### config.mk
export PLATFORM = sky130hd
export DESIGN_NAME = control_unit_m
export DESIGN_NICKNAME = d
export VERILOG_FILES = /design/src/rtl/control_unit_m.sv
export SDC_FILE = /design/constraint.sdc
export NUM_CORES = 1
export LEC_CHECK = 0
export CAP_MARGIN = 20
export CORE_MARGIN = 1
export CORE_UTILIZATION = 40
export CTS_BUF_LIST = sky130_fd_sc_hd__clkbuf_4 sky130_fd_sc_hd__clkbuf_8
export DETAILED_ROUTE_END_ITERATION = 10
export PLACE_DENSITY = 0.83
export SYNTH_ARGS = -nofsm -noshare
export SYNTH_HDL_FRONTEND = slang
export SYNTH_SLANG_ARGS = --single-unit
### constraint.sdc
create_clock -name clk -period 2.3 [get_ports clk]
set_input_delay 0.46 -clock clk [delete_from_list [all_inputs] [get_ports clk]]
set_output_delay 0.46 -clock clk [all_outputs]
set_load 0.1 [all_outputs]
### src/rtl/control_unit_m.sv
// control_unit_m
//   Decode-stage control unit for the pipelined RV32I core with RV32M
//   sequencing. The RV32I control word is decoded combinationally from the
//   instruction fields. An M-extension op (mul/div/rem) goes through a small
//   IDLE -> BUSY -> DONE sequencer. In IDLE it pulses MDUStartD. It holds
//   StallD high while the fixed-latency MDU works. In DONE it writes the MDU
//   result back through ResultSrcD = 2'b11.
//
// Ports
//   clk, rst            : clock, synchronous active-high reset
//   opcode/funct3/funct7: instruction fields [6:0], [14:12], [31:25]
//   ValidD              : Decode holds a real instruction (0 = bubble)
//   FlushD              : Decode is flushed this cycle (branch/jump resolve)
//   RegWriteD .. ALUControlD : RV32I control word
//   MDUStartD           : one-cycle start pulse to the MDU
//   MDUOpD              : MDU operation (= funct3)
//   StallD              : hold Fetch/Decode, bubble into Execute
//   IllegalInstrD       : instruction cannot be decoded
//   state_dbg           : sequencer state (0 IDLE, 1 BUSY, 2 DONE)
//
// Handshake: ValidD qualifies the instruction fields. StallD is the "not
// ready" back-pressure: while it is high, the instruction in Decode is held
// and must not change. An M instruction is consumed at the clk edge that
// ends its DONE cycle.
module control_unit_m #(
  parameter int ENABLE_M = 1,
  parameter int MUL_LAT  = 2,
  parameter int DIV_LAT  = 8,
  parameter int CNT_W    = 4
) (
  input  logic       clk,
  input  logic       rst,
  input  logic [6:0] opcode,
  input  logic [2:0] funct3,
  input  logic [6:0] funct7,
  input  logic       ValidD,
  input  logic       FlushD,
  output logic       RegWriteD,
  output logic [1:0] ResultSrcD,
  output logic       MemWriteD,
  output logic       ALUsrcD,
  output logic [2:0] ImmSrcD,
  output logic       BranchD,
  output logic       JumpD,
  output logic [2:0] R_size,
  output logic [2:0] DMem_size,
  output logic [3:0] ALUControlD,
  output logic       MDUStartD,
  output logic [2:0] MDUOpD,
  output logic       StallD,
  output logic       IllegalInstrD,
  output logic [1:0] state_dbg
);

  localparam logic [6:0] OP_R      = 7'b0110011;
  localparam logic [6:0] OP_I      = 7'b0010011;
  localparam logic [6:0] OP_LOAD   = 7'b0000011;
  localparam logic [6:0] OP_STORE  = 7'b0100011;
  localparam logic [6:0] OP_BRANCH = 7'b1100011;
  localparam logic [6:0] OP_JAL    = 7'b1101111;
  localparam logic [6:0] OP_JALR   = 7'b1100111;
  localparam logic [6:0] OP_LUI    = 7'b0110111;
  localparam logic [6:0] OP_AUIPC  = 7'b0010111;
  // All-zero word is the pipeline's canonical bubble/NOP: no effects.
  localparam logic [6:0] OP_NOP    = 7'b0000000;

  localparam logic [6:0] F7_BASE = 7'b0000000;
  localparam logic [6:0] F7_ALT  = 7'b0100000;
  localparam logic [6:0] F7_M    = 7'b0000001;

  localparam logic [3:0] ALU_ADD  = 4'd0;
  localparam logic [3:0] ALU_SUB  = 4'd1;
  localparam logic [3:0] ALU_AND  = 4'd2;
  localparam logic [3:0] ALU_OR   = 4'd3;
  localparam logic [3:0] ALU_XOR  = 4'd4;
  localparam logic [3:0] ALU_SLT  = 4'd5;
  localparam logic [3:0] ALU_SLTU = 4'd6;
  localparam logic [3:0] ALU_SLL  = 4'd7;
  localparam logic [3:0] ALU_SRL  = 4'd8;
  localparam logic [3:0] ALU_SRA  = 4'd9;
  localparam logic [3:0] ALU_PASSB = 4'd10;

  // BUSY runs while cnt counts LAT-1 down to 0, i.e. exactly LAT cycles.
  localparam logic [CNT_W-1:0] MUL_CNT = CNT_W'(MUL_LAT - 1);
  localparam logic [CNT_W-1:0] DIV_CNT = CNT_W'(DIV_LAT - 1);
  localparam logic [CNT_W-1:0] CNT_ONE = CNT_W'(1);

  typedef enum logic [1:0] {
    S_IDLE = 2'd0,
    S_BUSY = 2'd1,
    S_DONE = 2'd2
  } state_t;

  state_t           state, state_n;
  logic [CNT_W-1:0] cnt, cnt_n;

  logic       is_m, m_ok;
  logic       d_regw, d_memw, d_alusrc, d_branch, d_jump, d_illegal;
  logic [1:0] d_rsrc;
  logic [2:0] d_imm, d_rsize, d_dsize;
  logic [3:0] d_alu;
  logic       done_wr;

  // funct7[5] selects sub (register form only) and sra.
  function automatic logic [3:0] alu_dec(input logic [2:0] f3, input logic alt,
                                         input logic is_reg);
    case (f3)
      3'b000:  alu_dec = (is_reg && alt) ? ALU_SUB : ALU_ADD;
      3'b001:  alu_dec = ALU_SLL;
      3'b010:  alu_dec = ALU_SLT;
      3'b011:  alu_dec = ALU_SLTU;
      3'b100:  alu_dec = ALU_XOR;
      3'b101:  alu_dec = alt ? ALU_SRA : ALU_SRL;
      3'b110:  alu_dec = ALU_OR;
      default: alu_dec = ALU_AND;
    endcase
  endfunction

  assign is_m = (opcode == OP_R) && (funct7 == F7_M);
  assign m_ok = is_m && (ENABLE_M != 0);

  // RV32I decode. Illegal encodings leave every enable at its default 0.
  // An M op decodes with RegWrite 0; its write-back is issued from DONE.
  always_comb begin
    d_regw    = 1'b0;
    d_rsrc    = 2'b00;
    d_memw    = 1'b0;
    d_alusrc  = 1'b0;
    d_imm     = 3'b000;
    d_branch  = 1'b0;
    d_jump    = 1'b0;
    d_rsize   = 3'b000;
    d_dsize   = 3'b000;
    d_alu     = ALU_ADD;
    d_illegal = 1'b0;
    if (ValidD) begin
      case (opcode)
        OP_R: begin
          if (funct7 == F7_BASE || funct7 == F7_ALT) begin
            d_regw = 1'b1;
            d_alu  = alu_dec(funct3, funct7[5], 1'b1);
          end else if (!m_ok) begin
            d_illegal = 1'b1;
          end
        end
        OP_I: begin
          d_regw   = 1'b1;
          d_alusrc = 1'b1;
          d_alu    = alu_dec(funct3, funct7[5], 1'b0);
        end
        OP_LOAD: begin
          d_regw   = 1'b1;
          d_rsrc   = 2'b01;
          d_alusrc = 1'b1;
          d_rsize  = funct3;
        end
        OP_STORE: begin
          d_memw   = 1'b1;
          d_alusrc = 1'b1;
          d_imm    = 3'b001;
          d_dsize  = funct3;
        end
        OP_BRANCH: begin
          d_branch = 1'b1;
          d_imm    = 3'b010;
          d_alu    = ALU_SUB;
        end
        OP_JAL: begin
          d_regw = 1'b1;
          d_rsrc = 2'b10;
          d_jump = 1'b1;
          d_imm  = 3'b011;
        end
        OP_JALR: begin
          d_regw   = 1'b1;
          d_rsrc   = 2'b10;
          d_jump   = 1'b1;
          d_alusrc = 1'b1;
        end
        OP_LUI: begin
          d_regw   = 1'b1;
          d_alusrc = 1'b1;
          d_imm    = 3'b100;
          d_alu    = ALU_PASSB;
        end
        OP_AUIPC: begin
          d_regw   = 1'b1;
          d_alusrc = 1'b1;
          d_imm    = 3'b100;
        end
        OP_NOP: begin
        end
        default: d_illegal = 1'b1;
      endcase
    end
  end

  always_ff @(posedge clk) begin
    if (rst) begin
      state <= S_IDLE;
      cnt   <= '0;
    end else begin
      state <= state_n;
      cnt   <= cnt_n;
    end
  end

  always_comb begin
    state_n   = state;
    cnt_n     = cnt;
    MDUStartD = 1'b0;
    StallD    = 1'b0;
    done_wr   = 1'b0;
    case (state)
      S_IDLE: begin
        if (ValidD && m_ok && !FlushD) begin
          MDUStartD = 1'b1;
          StallD    = 1'b1;
          cnt_n     = funct3[2] ? DIV_CNT : MUL_CNT;
          state_n   = S_BUSY;
        end
      end
      S_BUSY: begin
        StallD = 1'b1;
        if (cnt != '0) cnt_n = cnt - CNT_ONE;
        else           state_n = S_DONE;
      end
      S_DONE: begin
        // A flushed instruction must not write back its MDU result.
        done_wr = !FlushD;
        state_n = S_IDLE;
      end
      default: state_n = S_IDLE;
    endcase
    if (FlushD) begin
      state_n   = S_IDLE;
      cnt_n     = '0;
      MDUStartD = 1'b0;
      StallD    = 1'b0;
    end
  end

  assign RegWriteD     = done_wr ? 1'b1 : d_regw;
  assign ResultSrcD    = done_wr ? 2'b11 : d_rsrc;
  assign MemWriteD     = d_memw;
  assign ALUsrcD       = d_alusrc;
  assign ImmSrcD       = d_imm;
  assign BranchD       = d_branch;
  assign JumpD         = d_jump;
  assign R_size        = d_rsize;
  assign DMem_size     = d_dsize;
  assign ALUControlD   = d_alu;
  assign IllegalInstrD = d_illegal;
  assign MDUOpD        = funct3;
  assign state_dbg     = state;

endmodule

==> results of run 1 <==
logic make-up after synthesis:
| kind of cell | after synthesis |
|---|---|
| flops | 6 |
| mux | 3 |
| xor+xnor | 1 |
| fa+ha+maj | 1 |
| compound gates | 29 |
| simple gates | 66 |
| buf+inv | 16 |
cell usage after synthesis, types with 2 or more instances:
cell,instances
nand3b_1,2
nor3_1,5
o21ai_0,3
dfxtp_1,6
nor3b_1,2
o31ai_1,4
o21a_1,2
mux2i_1,2
clkbuf_1,4
nor2_1,11
a21oi_1,8
nand2b_1,6
o211ai_1,2
nand4_1,2
nand2_1,8
and2_1,8
inv_1,7
nand3_1,3
nor2b_1,5
buf_4,3
a211oi_1,3
per-stage QoR:
| step | utilization, % | hold slack, ps | setup TNS (ps) | instance area (um^2) |
|---|---|---|---|---|
| detailed placement | 94.37 | 503.6 | -9161 | 1908 |
| global placement | 94.37 | 464.5 | -8009 | 1908 |
| floorplan | - | 451.6 | -6966 | 1007 |
==> impl_metrics.ini, run 1 <==
[floorplanning]
die_w_um = 49.13
die_h_um = 49.13
initial_core_util_pct = 43.94
core.rowCount = 16
io_pins = 49

[synth]
ys.flop_type = dfxtp_1
synth_compound_area_share_pct = 22.39
synthXorXnorAreaFrac_pct = 0.9859
synth_simple_gate_area_share_pct = 50.00
synth-adder-area-share_pct = 1.408
seq_area_frac_synth_pct = 13.52
synth_top_family_by_area = simple AND/OR/NAND/NOR gates
synth_top_area_share_pct = 13.52
muxShareOfSynthArea_pct = 3.521
syn_area_um2 = 888.4
ys_seq_elements = 6
syn_inst = 122
yosys.area.top_type = dfxtp_1
yosysUniqueCellTypes = 47
synth_edf_count = 0
synthArstFlopShare_pct = 0
synth_nets = 144
synth.area.top_cells = dfxtp_1 (14%), and2_1 (5.6%), nor2_1 (4.6%)
ys_warn_count = 0
avgSynthCellArea_um2 = 7.282

[place]
numPortBuffers = 48
post-place-ws_ps = -640.5
gp_congestion = 0.9865
placed_cells = 213
dp_hpwl_um = 3267

[cts]
cts_setup_buffers = 1
numClockSinks = 6
root_buffer = clkbuf_4
clk_path_buf_depth = 2
cts_resized = 59
cts_made_buffers = 3
hold_buffers = 0
htreeDepth = 1

[outcome]
status = stopped before the end
first-error = [ERROR DPL-0033] detailed placement checks failed during check placement.
haltStage = 4_1_cts
==> run 2: changes to the inputs <==
==> config.mk (replaced) <==
export PLATFORM = sky130hd
export DESIGN_NAME = control_unit_m
export DESIGN_NICKNAME = d
export VERILOG_FILES = /design/src/rtl/control_unit_m.sv
export SDC_FILE = /design/constraint.sdc
export NUM_CORES = 1
export LEC_CHECK = 0
export CAP_MARGIN = 20
export CORE_AREA = 2 2 63 65
export DETAILED_ROUTE_END_ITERATION = 10
export DIE_AREA = 0 0 65 67
export PLACE_DENSITY_LB_ADDON = 0.15
export SYNTH_ARGS = -nofsm -noshare
export SYNTH_HDL_FRONTEND = slang
export SYNTH_SLANG_ARGS = --single-unit
==> impl_metrics.ini, run 2 <==
[synth]
ys.flop_type = dfxtp_1
seq_area_frac_synth_pct = 13.52
synth_edf_count = 0
ys_warn_count = 0
ys_seq_elements = 6
avgSynthCellArea_um2 = 7.282
synth.area.top_cells = dfxtp_1 (14%), and2_1 (5.6%), nor2_1 (4.6%)
syn_area_um2 = 888.4
synth.most_common_cell = nor2_1
synthTopCellsByCount = nor2_1 (11), a21oi_1 (8), and2_1 (8), nand2_1 (8), inv_1 (7)
synthArstFlopShare_pct = 0
synth_top_area_share_pct = 13.52
syn_inst = 122
yosysUniqueCellTypes = 47
synth_nets = 144
yosys.area.top_type = dfxtp_1

[place]
gp_congestion = 0.8565
dp_hpwl_um = 2610
numPortBuffers = 48
post-place-ws_ps = -576.2
place_area_um2 = 1949

[route]
drc_errors = 0
antenna_left = 0
viasPerCell = 4.774
drt_pass1_iterations = 4
wl_um = 3305
route.detailed.wl_per_inst_um = 13.33
drtIter0Drc = 51
vias = 1184

[setup_path]
cp-start-kind = input pin
crit_path_max_fanout = 4
worstSetupEndpointType = output pin
worst_ep_arrival_time_ps = 2060
worstPathRequired_ps = 1840
crit_type = input pin to output pin

[cts]
root_buffer = clkbuf_8
clk_latency_ps = 220
clk_path_buf_depth = 2
cts_tree = yes
clk_pin_slew_worst_paths_ps = 30
htreeDepth = 1
numClockSinks = 6
cts_made_buffers = 3
hold_buffers = 0

[outcome]
violations = setup timing
status = complete, but fails checks

[floorplanning]
io_pins = 49
initial_core_util_pct = 24.64
core.rowCount = 22
core_area_um2 = 3606
die_area_um2 = 4355
die_h_um = 67
die_w_um = 65

[cells_and_area]
synthToLayoutAreaGrowth_pct = 145.4
n_fill_cell = 310
largest_reg_flops = 4
layout_commonest_cell = buf_4
fin_nets = 224
final_util_pct = 60.44
final_cell_mix = buf_4 (31), buf_12 (26), buf_6 (10)
drive_above_1_share_pct = 60.00
top_register = cnt
final_cell_area_um2 = 2180
diodes = 0

[grt]
antenna_found_initial = 0
grt_usage_pct = 15.25
overflow = 0
grt_max_degree = 12
first_global_vias = 1140
grt_pass1_wl_um = 5250

[sta]
relSlewSlack_pct = 74.26
setup_violations = 11
drv_slew = 0
tns_ps = -1310
max_freq_mhz = 397.5
tightestPinTransition_ps = 383.8
rsz0062_at_grt = yes
final-hold-violation-count = 0
post-route-min-period_ps = 2516
period_share_pct = 109.4
finalClockSkew_ps = 1.211
timing.final.ws_setup_ps = -215.8

[pwr]
combPwrFrac_pct = 45.2
report.power.total_uw = 473.2
clkPwrFrac_pct = 32.6
power_leakage_uw = 0.0008822
p_switching_uw = 157.1
power_per_cell_area_nw_per_um2 = 217.1
seqPwrFrac_pct = 22.1
vdd_drop_max_v = 0.0004632
p_int_uw = 316.1
swShare_pct = 33.20

[run]
maxCapViolations = 0

[worst_hold_path]
hold_class = flip-flop to flip-flop
## run 2: cell counts after synthesis
No cell type changed its count.
## run 2: layout make-up
cell class	count	area [um^2]	area share, %
multi-input combinational	100	922.1	42.31
inverter	7	26.28	1.206
sequential	6	122.6	5.626
clock buffer	3	41.29	1.894
timing repair buffer	84	1007	46.21
tap	48	60.06	2.755
## run 2: repair_timing
item	in CTS	in global routing
setup endpoints to repair	23	19
endpoints found under the hold margin	0	0
resized for setup	53	17
setup buffers	7	2
pin swaps	16	12
## run 2: critical path: stages
cell and delay (ps):
clkbuf_2 80, or4_4 590, buf_6 150, nor4_4 110
buf_4 190, a21oi_4 60, nor3_4 210, buf_12 200
## run 2: routing by layer
layer | global-route usage [%] | share of wire [%] | up-vias
li1 | - | - | 599
met1 | 17.88 | 39 | 558
met2 | 29.64 | 57 | 23
met3 | 1.520 | 3.7 | 4
met4 | 3.191 | 0.82 | 0
met5 | 0 | 0 | -
## run 2: cell families (layout without fill, tap and decap cells)
group | after synthesis | after routing | synth area share [%]
XOR/XNOR | 1 | 1 | 0.9861
buffers and inverters | 16 | 94 | 8.168
multiplexers | 3 | 3 | 3.521
AO/OA/AOI/OAI | 29 | 29 | 22.39
flip-flops | 6 | 6 | 13.52
AND/OR/NAND/NOR | 66 | 66 | 50.00
adder cells (fa/ha/maj) | 1 | 1 | 1.408
## run 2: metrics by stage
stage | hold slack, ps | cells
final | 486.1 | 248
after global placement | 467.8 | 236
after global routing | 532.1 | 248
after CTS | 495.9 | 246
after detailed placement | 491.2 | 236
after floorplan | 451.6 | 122
## run 2: final timing paths
path                     start  endpoint  slack, ps  cells after the start
setup reg to reg  state_dbg[0]    cnt[2]        740                      5
setup / recovery     funct7[3]    StallD       -220                      8
hold / removal          cnt[1]    cnt[1]        490                      2
hold reg to reg         cnt[1]    cnt[1]        490                      2
## run 2: power groups by stage
stage	Sequential, uW	Clock, uW	Combinational (uW)
3_5_place_dp	106	0	196
6_report	105	154	214
2_1_floorplan	106	0	97.7
3_3_place_gp	106	0	195
5_1_grt	105	164	226
4_1_cts	105	160	205
(Power assumes the default switching activity.)
==> run 3: changes to the inputs <==
--- a/config.mk
+++ b/config.mk
@@ -7,9 +7,10 @@
 export LEC_CHECK = 0
 export CAP_MARGIN = 20
 export CORE_AREA = 2 2 63 65
+export CTS_BUF_LIST = sky130_fd_sc_hd__clkbuf_8
+export CTS_CLUSTER_SIZE = 10
 export DETAILED_ROUTE_END_ITERATION = 10
 export DIE_AREA = 0 0 65 67
-export PLACE_DENSITY_LB_ADDON = 0.15
 export SYNTH_ARGS = -nofsm -noshare
 export SYNTH_HDL_FRONTEND = slang
 export SYNTH_SLANG_ARGS = --single-unit
==> impl_metrics.ini, run 3 (same netlist as run 2, synthesis figures left out) <==
[cts]
clk_latency_ps = 230
clk_path_buf_depth = 2
htreeDepth = 1
cts_tree = yes
root_buffer = clkbuf_8
clk_pin_slew_worst_paths_ps = 40
numClockSinks = 6
cts_made_buffers = 3

[setup_path]
critical-path-slowest-cell = or4_4
cp-start-kind = input pin
worstSetupEndpointType = output pin
ff2ff_setup_slack_ps = 720
regToRegEndpoint = cnt[2]
crit_type = input pin to output pin
worst_ep_arrival_time_ps = 2040
cp_cell_sequence = buf_6, or4_4, o31ai_2, a21oi_1, o41a_2, buf_12
cp_slowest_stage_delay_ps = 580
regToRegStartpoint = cnt[0]
worstPathRequired_ps = 1840
r2r_cells = 6
crit_path_max_fanout = 4

[sta]
max_freq_mhz = 399.4
relSlewSlack_pct = 73.43
setup_violations = 13
rsz0062_at_grt = yes
hold_ws_ps = 497.8
finalClockSkew_ps = 0.5918
final-hold-violation-count = 0
tightestPinTransition_ps = 396.2
timing.final.ws_setup_ps = -204.0
post-route-min-period_ps = 2504
drv_slew = 0
period_share_pct = 108.9

[cells_and_area]
largest_reg_flops = 4
top_register = cnt
final_cell_area_um2 = 2087
layout_commonest_cell = buf_4
diodes = 0
multi_input_area_um2 = 875.8
fin_nets = 219
synthToLayoutAreaGrowth_pct = 134.9
final_cell_mix = buf_4 (29), buf_12 (26)
final_util_pct = 57.88
drive_above_1_share_pct = 55.38
seqCellArea_um2 = 122.6
n_fill_cell = 329

[floorplanning]
initial_core_util_pct = 24.64
io_pins = 49
die_area_um2 = 4355
die_w_um = 65
core.rowCount = 22
core_area_um2 = 3606
die_h_um = 67

[worst_hold_path]
worstHoldStart = cnt[1]
holdPathEnd = cnt[1]
hold_class = flip-flop to flip-flop
hold_depth = 2

[outcome]
violations = setup timing
status = complete, but fails checks

[grt]
grt_max_degree = 12
first_global_vias = 1273
grt_usage_pct = 17.20
antenna_found_initial = 0
overflow = 0
grt_pass1_wl_um = 5775

[place]
dp_hpwl_um = 2633
numPortBuffers = 48
place_area_um2 = 1949
gp_congestion = 0.9149

[route]
drt_pass1_iterations = 7
viasPerCell = 5.091
wl_um = 3479
antenna_left = 0
vias = 1237
drc_errors = 0
route.detailed.wl_per_inst_um = 14.32
drtIter0Drc = 42

[pwr]
report.power.total_uw = 473.2
vdd_drop_max_v = 0.0003189
power_leakage_uw = 0.0008484
power_per_cell_area_nw_per_um2 = 226.7

[run]
maxCapViolations = 0
-- run 3: stage by stage --
| stage | std cells | TNS, ps | setup WS [ps] |
|---|---|---|---|
| after floorplan | 122 | -6966 | -967.3 |
| after global placement | 236 | -9053 | -593.4 |
| after detailed placement | 236 | -9172 | -605.9 |
| after CTS | 242 | -1999 | -284.3 |
| after global routing | 243 | -2168 | -249.5 |
| final | 243 | -1541 | -204.0 |
-- run 3: critical path: cells and delay by family --
kind	cells	cell delay [ps]
buffers and inverters	2	270
and+or+nand+nor	1	580
AOI/OAI and AO/OA	3	740
-- run 3: cell type report --
cell class	count	area share (%)
Timing Repair Buffer	79	46.04
Tap cell	48	2.878
Inverter	7	1.259
Clock buffer	3	1.978
Multi-Input combinational cell	100	41.97
Sequential cell	6	5.875
-- run 3: layer usage --
| metal | GRT usage, % | vias up | wire [um] |
|---|---|---|---|
| met5 | 0 | - | 0 |
| met4 | 9.043 | 0 | 85 |
| met3 | 1.689 | 8 | 225 |
| met2 | 32.22 | 58 | 1843 |
| met1 | 19.05 | 577 | 1325 |
| li1 | - | 594 | - |
-- run 3: worst max path at each step --
stage / start / end / slack, ps / cells past startpoint
detailed placement: funct7[3] / ALUControlD[3] / -610 / 6
global route: funct7[6] / ALUControlD[0] / -250 / 6
finish: funct7[6] / IllegalInstrD / -200 / 6
global placement: funct7[3] / ALUControlD[3] / -590 / 6
CTS: funct7[6] / MDUStartD / -280 / 7
floorplan: funct7[3] / RegWriteD / -970 / 4
-- run 3: what timing repair did --
action                     CTS  global route
hold buffers                 0             0
buffers inserted             3             1
gates resized for setup     44            11
pin swaps                   17            13
setup endpoints to repair   23            20
-- run 3: power by group --
part / switching (uW) / leakage (uW) / internal (uW)
combinational: 113 / 0.000777 / 94.3
clock: 48.9 / 0.0000216 / 113
sequential: 0.000657 / 0.0000493 / 105
total: 162 / 0.000848 / 312
==> run 4: changes to the inputs <==
--- a/config.mk
+++ b/config.mk
@@ -11,6 +11,7 @@
 export CTS_CLUSTER_SIZE = 10
 export DETAILED_ROUTE_END_ITERATION = 10
 export DIE_AREA = 0 0 65 67
+export GPL_TIMING_DRIVEN = 0
 export SYNTH_ARGS = -nofsm -noshare
 export SYNTH_HDL_FRONTEND = slang
 export SYNTH_SLANG_ARGS = --single-unit
==> impl_metrics.ini, run 4 (same netlist as run 2, synthesis figures left out) <==
[cells_and_area]
synthToLayoutAreaGrowth_pct = 119.0
diodes = 0
largest_reg_flops = 4
drive_above_1_share_pct = 52.17
final_cell_mix = buf_4 (17), buf_12 (16), nand2_1 (8), clkdlybuf4s50_1 (8)
top_register = cnt
fin_nets = 208
final_cell_area_um2 = 1946
n_fill_cell = 344
layout_commonest_cell = buf_4

[pwr]
power_leakage_uw = 0.0007541
vdd_drop_max_v = 0.0003187
power_per_cell_area_nw_per_um2 = 236.9
report.power.total_uw = 461.0

[cts]
numClockSinks = 6
cts_tree = yes
clk_pin_slew_worst_paths_ps = 40
hold_buffers = 0
cts_made_buffers = 3
clk_path_buf_depth = 2
root_buffer = clkbuf_8
clk_latency_ps = 230
htreeDepth = 1

[outcome]
violations = setup timing
status = complete, but fails checks

[setup_path]
regToRegStartpoint = state_dbg[0]
crit_type = input pin to output pin
ff2ff_setup_slack_ps = 570
worst_ep_arrival_time_ps = 2050
cp-start-kind = input pin
worstPathRequired_ps = 1840
startpoint = funct7[6]
r2r_cells = 5
worstSetupEndpointType = output pin
regToRegEndpoint = cnt[2]
crit_path_end = IllegalInstrD
crit_path_max_fanout = 4

[grt]
grt_usage_pct = 17.98
antenna_found_initial = 0
grt_max_degree = 11
overflow = 0
grt_pass1_wl_um = 6051
first_global_vias = 1207

[sta]
setup_violations = 12
tightestPinTransition_ps = 967.1
rsz0062_at_grt = yes
hold_ws_ps = 488.3
drv_slew = 0
timing.final.ws_setup_ps = -206.3
finalClockSkew_ps = 2.198
post-route-min-period_ps = 2506
relSlewSlack_pct = 35.33
period_share_pct = 109.0
final-hold-violation-count = 0
max_freq_mhz = 399.0

[floorplanning]
core_area_um2 = 3606
io_pins = 49
initial_core_util_pct = 24.64
die_h_um = 67
core.rowCount = 22
die_area_um2 = 4355
die_w_um = 65

[place]
post-place-ws_ps = -1663
place_area_um2 = 1518
dp_hpwl_um = 2378
gp_congestion = 0.8110
numPortBuffers = 45

[worst_hold_path]
worstHoldStart = cnt[1]
hold_class = flip-flop to flip-flop

[route]
wl_um = 3602
route.detailed.wl_per_inst_um = 15.53
viasPerCell = 5.047
antenna_left = 0
drtIter0Drc = 64
vias = 1171
drc_errors = 0
drt_pass1_iterations = 4

[run]
maxCapViolations = 0
==> run 4: metrics by stage <==
stage	util (%)	TNS, ps	instances
after global routing	53.96	-2146	232
final	53.96	-1333	232
after detailed placement	42.09	-33920	215
after CTS	52.39	-2076	230
after global placement	42.09	-33780	215
after floorplan	-	-6966	122
==> run 4: layout make-up <==
cell class	count	area (um^2)	share of cell area, %
multi-input combinational	100	923.4	47.46
buffer	9	70.07	3.601
tap	48	60.06	3.087
inverter	7	26.28	1.350
clock buffer	3	41.29	2.122
sequential	6	122.6	6.302
timing repair buffer	59	701.9	36.08
==> run 4: worst min-delay path by stage <==
stage	to	cells past startpoint
finish	cnt[1]	2
global route	cnt[1]	2
CTS	cnt[1]	2
detailed placement	cnt[1]	2
global placement	cnt[1]	2
floorplan	cnt[1]	2
==> run 4: power breakdown <==
group / switching, uW / internal (uW) / total (uW) / leakage (uW)
clock network: 54.0 / 113 / 167 / 0.0000216
registers: 0.000751 / 105 / 105 / 0.0000493
logic: 112 / 77.0 / 189 / 0.000683
==> run 4: what timing repair did <==
action / in CTS / in global routing
buffers inserted: 12 / 2
gates resized for setup: 252 / 14
pin swaps: 18 / 8
setup endpoints to repair: 25 / 22
==> run 4: per-layer routing <==
metal  part of all wire [%]  track usage, %  up-vias
met3                    4.7           2.534        5
met5                      0               0        -
li1                       -               -      570
met2                     54           33.51       42
met4                    1.0           5.053        0
met1                     40           21.27      554
==> run 4: critical path, cell delays in order <==
cell and delay (ps):
buf_6 90, or4_4 590, o31ai_4 220, a21oi_2 100, o41a_2 410, buf_12 180
